File: src/rtl/ifid_stall_ctrl.sv
// IF/ID pipeline register with stall hold, flush squash and a saturating stall counter.
// pc_en and bubble_ex are combinational; every other output comes straight from a register.
module ifid_stall_ctrl #(
    parameter int          FLUSH_CYCLES = 1,
    parameter logic [15:0] NOP_INSTR    = 16'h0800
) (
    input  logic        clk,
    input  logic        rst,
    input  logic        stall,
    input  logic        flush,
    input  logic [15:0] instr_if,
    input  logic [15:0] pc_plus2_if,
    input  logic        valid_if,
    output logic        pc_en,
    output logic        bubble_ex,
    output logic [15:0] instr_id,
    output logic [15:0] pc_plus2_id,
    output logic        valid_id,
    output logic [1:0]  state,
    output logic [15:0] stall_cnt
);

    typedef enum logic [1:0] {
        ST_RUN    = 2'b00,
        ST_HOLD   = 2'b01,
        ST_SQUASH = 2'b10
    } state_t;

    // Squash edges still owed after the flush edge itself
    localparam logic [2:0] SQ_RELOAD = 3'(FLUSH_CYCLES - 1);

    state_t      r_state;
    logic [2:0]  r_sq_cnt;
    logic [15:0] r_instr_id;
    logic [15:0] r_pc_plus2_id;
    logic        r_valid_id;
    logic [15:0] r_stall_cnt;

    state_t      w_state_nxt;
    logic [2:0]  w_sq_cnt_nxt;
    logic [15:0] w_instr_nxt;
    logic [15:0] w_pc_nxt;
    logic        w_valid_nxt;
    logic [15:0] w_stall_cnt_nxt;
    logic        w_pc_en;
    logic        w_bubble_ex;

    // Next-state and control decode; priority flush > squash > stall > fetch
    always_comb begin
        w_state_nxt     = r_state;
        w_sq_cnt_nxt    = r_sq_cnt;
        w_instr_nxt     = r_instr_id;
        w_pc_nxt        = r_pc_plus2_id;
        w_valid_nxt     = r_valid_id;
        w_stall_cnt_nxt = r_stall_cnt;
        w_pc_en         = 1'b1;
        w_bubble_ex     = 1'b0;
        if (rst) begin
            w_state_nxt  = ST_RUN;
            w_sq_cnt_nxt = 3'd0;
        end else if (flush) begin
            w_instr_nxt = NOP_INSTR;
            w_valid_nxt = 1'b0;
            w_bubble_ex = 1'b1;
            if (FLUSH_CYCLES > 1) begin
                w_state_nxt  = ST_SQUASH;
                w_sq_cnt_nxt = SQ_RELOAD;
            end else begin
                w_state_nxt  = ST_RUN;
                w_sq_cnt_nxt = 3'd0;
            end
        end else begin
            case (r_state)
                ST_SQUASH: begin
                    w_instr_nxt = NOP_INSTR;
                    w_valid_nxt = 1'b0;
                    if (r_sq_cnt <= 3'd1) begin
                        w_state_nxt  = ST_RUN;
                        w_sq_cnt_nxt = 3'd0;
                    end else begin
                        w_state_nxt  = ST_SQUASH;
                        w_sq_cnt_nxt = r_sq_cnt - 3'd1;
                    end
                end
                ST_RUN, ST_HOLD: begin
                    if (stall) begin
                        w_pc_en     = 1'b0;
                        w_bubble_ex = 1'b1;
                        w_state_nxt = ST_HOLD;
                        if (r_stall_cnt == 16'hFFFF) begin
                            w_stall_cnt_nxt = r_stall_cnt;
                        end else begin
                            w_stall_cnt_nxt = r_stall_cnt + 16'd1;
                        end
                    end else begin
                        w_state_nxt = ST_RUN;
                        w_pc_nxt    = pc_plus2_if;
                        w_valid_nxt = valid_if;
                        if (valid_if) begin
                            w_instr_nxt = instr_if;
                        end else begin
                            w_instr_nxt = NOP_INSTR;
                        end
                    end
                end
                default: begin
                    w_state_nxt  = ST_RUN;
                    w_sq_cnt_nxt = 3'd0;
                    w_instr_nxt  = NOP_INSTR;
                    w_valid_nxt  = 1'b0;
                end
            endcase
        end
    end

    // Pipeline register, state and counters with synchronous reset
    always_ff @(posedge clk) begin
        if (rst) begin
            r_state       <= ST_RUN;
            r_sq_cnt      <= 3'd0;
            r_instr_id    <= NOP_INSTR;
            r_pc_plus2_id <= 16'h0000;
            r_valid_id    <= 1'b0;
            r_stall_cnt   <= 16'h0000;
        end else begin
            r_state       <= w_state_nxt;
            r_sq_cnt      <= w_sq_cnt_nxt;
            r_instr_id    <= w_instr_nxt;
            r_pc_plus2_id <= w_pc_nxt;
            r_valid_id    <= w_valid_nxt;
            r_stall_cnt   <= w_stall_cnt_nxt;
        end
    end

    assign pc_en       = w_pc_en;
    assign bubble_ex   = w_bubble_ex;
    assign instr_id    = r_instr_id;
    assign pc_plus2_id = r_pc_plus2_id;
    assign valid_id    = r_valid_id;
    assign state       = r_state;
    assign stall_cnt   = r_stall_cnt;

endmodule

File: config.mk
export PLATFORM = sky130hd
export DESIGN_NAME = ifid_stall_ctrl
export DESIGN_NICKNAME = d
export VERILOG_FILES = /design/src/rtl/ifid_stall_ctrl.sv
export SDC_FILE = /design/constraint.sdc
export NUM_CORES = 1
export LEC_CHECK = 0
export BUFFER_PORTS_ARGS = -buffer_cell sky130_fd_sc_hd__buf_2
export CAP_MARGIN = 5
export CORE_MARGIN = 4
export CORE_UTILIZATION = 51
export DETAILED_ROUTE_END_ITERATION = 8
export MAX_ROUTING_LAYER = met4
export PLACE_DENSITY = 0.82
export SLEW_MARGIN = 15
export SYNTH_ARGS = -nofsm -noshare
export SYNTH_HDL_FRONTEND = slang
export SYNTH_SLANG_ARGS = --single-unit
File: constraint.sdc
create_clock -name clk -period 2.7 [get_ports clk]
set_input_delay 0 -clock clk [delete_from_list [all_inputs] [get_ports clk]]
set_output_delay 0 -clock clk [all_outputs]
set_load 0.02 [all_outputs]
==> results.txt <==
Total I/O pin count: 90
Crit path time final: 2.28 ns
Insertion delay to the later sink of the worst-skew pair: 0.30 ns
CTS tree: done
Root buf cell: clkbuf_8
DP Area: 2640 µm²
Total placed cells including tap cells: 365
Via Count: 2278
PwrDens: 502 nW/µm²
Final total power: 1.54 mW
Clock buffers created by TritonCTS: 5
H-Tree Depth: 2
Worst IR Drop VDD: 0.000319 V
Chip width: 73.6 µm
Global-route wire length before repair: 10100 µm
Post-synthesis area per instance: 9.22 µm²
Synth Net Count: 278
WL final: 6300 µm
Max Freq: 439 MHz
Total negative setup slack: 0 ns
Fill count: 261
Hold Crit Class: in -> reg
# Max-Cap Violations: 0
Cells after Synth: 238
Worst Skew: 0.00970 ns
Max Slew Vio Count: 0
Flops & latches, synth: 54
First-pass DRT Iterations: 4
Critical Path Source Type: flip-flop
Synthesized area: 2190 µm²
Die H: 73.6 µm
Area occupied by multi-input gates: 1020 µm²
Final setup viols: 0
Synth top area share: 49.3%
Worst r2r src: state[1]
Placeable Area: 4090 µm²
Row cnt: 23
DRC: 0
Crit path required time: 2.70 ns
Area leader, netlist: dfxtp_1
Worst-path cell chain: and2b_1 > nor3b_2 > inv_1 > buf_2
Area delta synth->final: 40.0%
DR iter-0 viols: 125
Crit. End Element: output pin
Worst hold slack: 0.0436 ns
Final core utilization: 75.2%
CTS sink cnt: 54
Starting Density: 53.7%
Leakage: 1.36 nW
Number of antenna-violating nets in the routed design: 0
Share of the yosys chip area belonging to registers: 49.3%
Crit path max-delay cell type: nor3b_2
# diodes: 0
IO buf count: 89
Final instance area: 3070 µm²
Routability Congestion: 0.818
Hold path start: flush
Congestion Overflow GR: 0
Pre-CTS setup slack: 0.705 ns
GRT Util Overall: 24.7%
Worst EP arrival: 2.28 ns
Final hold vios: 0
Count of cell types in the netlist: 40
WL/cell: 15.6 µm
Register Area: 1080 µm²
RSZ-0062 raised after global routing: false
Top cells by area, synth: dfxtp_1 49%, nand2_1 6.5%, a21oi_1 6.2%
Initial antenna violation count: 0
CP Launch Point: state[1]
Via density: 5.62
NumNets Final: 394
DP HPWL: 3800 µm
Clock slew at reported path FFs: 0.10 ns
Slew HR: 27.8%
Layout cells sized above 1: 30.1%
Pin count of the biggest net entering global routing: 44
Die area: 5420 µm²
Critical path class: reg -> out
Crit share post-route: 84.4%
Yosys warns: 0
Vias in the first global route: 2231
Status: finished clean
Fin cells: 405
Clock tree buffer depth: 2
Max Fanout on Critical Path: 18
Final WS setup: 0.422 ns
Post-CTS Setup Bufs: 0
CP max stage delay: 0.86 ns
Worst-Margin Slew: 1.08 ns
-- synthesized netlist by cell type --
cell type	number
dfxtp_1	54
nand2_1	38
a21oi_1	27
a22o_1	15
nor2_1	9
nor3_1	8
inv_1	7
nand3_1	7
o31ai_1	7
clkbuf_1	6
o21ai_0	6
or3_1	6
or4_1	5
mux2_2	4
nor2b_1	4
ha_1	3
nand4_1	3
a2bb2oi_1	2
and4_1	2
buf_2	2
buf_6	2
nor3b_4	2
nor4_1	2
a21o_1	1
and2b_1	1
and3_1	1
buf_1	1
buf_4	1
clkbuf_2	1
nand2b_1	1
nand4b_1	1
nor3b_2	1
nor4_4	1
nor4b_1	1
o211ai_1	1
o21ba_2	1
o22a_1	1
o22ai_1	1
o41ai_1	1
or3b_1	1
-- cell families (layout without fill, tap and decap cells) --
family / count (synthesis) / count (layout) / share of synthesized area [%]
AOI/OAI and AO/OA: 63 / 63 / 18.9
DFF: 54 / 54 / 49.3
muxes: 4 / 4 / 2.05
buffers and inverters: 20 / 137 / 4.45
adders and majority gates: 3 / 3 / 1.71
and+or+nand+nor: 94 / 94 / 23.6
-- metal layers --
layer / GRT usage (%) / wire length [µm] / vias to the layer above
li1: - / - / 1095
met1: 28.6 / 2430 / 1063
met2: 40.5 / 3220 / 100
met3: 6.16 / 450 / 20
met4: 10.7 / 197 / 0
met5: - / 0 / -
-- repair_timing --
item                       4_1_cts  5_1_grt
resized for setup                0        0
hold endpoints to repair        32        0
hold buffers                    32        0
setup endpoints to repair        0        0
-- flip-flops by register name, indices dropped and copies added (netlist names) --
signal / count
state: 2
pc_plus2_id: 16
r_sq_cnt: 3
valid_id: 1
stall_cnt: 16
instr_id: 16
-- cell type report --
| cell class | count | area share (%) |
|---|---|---|
| timing repair buffer | 122 | 25.2 |
| tap | 50 | 2.04 |
| clock buffer | 5 | 2.24 |
| sequential | 54 | 35.2 |
| multi-input combinational | 164 | 33.1 |
| clock inverter | 3 | 1.43 |
| inverter | 7 | 0.855 |
-- worst max-delay path: cells and delay by family, from the launching register on --
kind / cells / cell delay, ns
and+or+nand+nor: 2 / 1.11
DFF: 1 / 0.42
buffers and inverters: 2 / 0.44
-- power by group --
group / total (mW) / switching (mW) / internal (mW)
Sequential: 0.825 / 0.0110 / 0.814
Clock: 0.545 / 0.266 / 0.278
Combinational: 0.172 / 0.0920 / 0.0805
Total: 1.54 / 0.369 / 1.17
-- worst paths after layout --
| check | end | slack [ns] | cells past startpoint |
|---|---|---|---|
| min | r_sq_cnt[2] | 0.04 | 2 |
| max reg2reg | instr_id[11] | 0.63 | 4 |
| min reg2reg | pc_plus2_id[8] | 0.46 | 2 |
| max | pc_en | 0.42 | 4 |
-- cell usage in the layout, fill, tap and decap left out, drive strengths merged, types with 2 or more instances in the layout --
cell type,n
nand2,38
inv,8
a21oi,27
nand3,7
or3,6
nor3,8
o31ai,7
and4,2
nor3b,3
or4,5
nor2b,4
mux2,4
a22o,15
clkbuf,5
dlygate4sd3,32
nor2,9
nand4,3
dfxtp,54
buf,90
nor4,3
o21ai,6
a2bb2oi,2
ha,3
No activity file was read; power rests on OpenSTA's default activity.
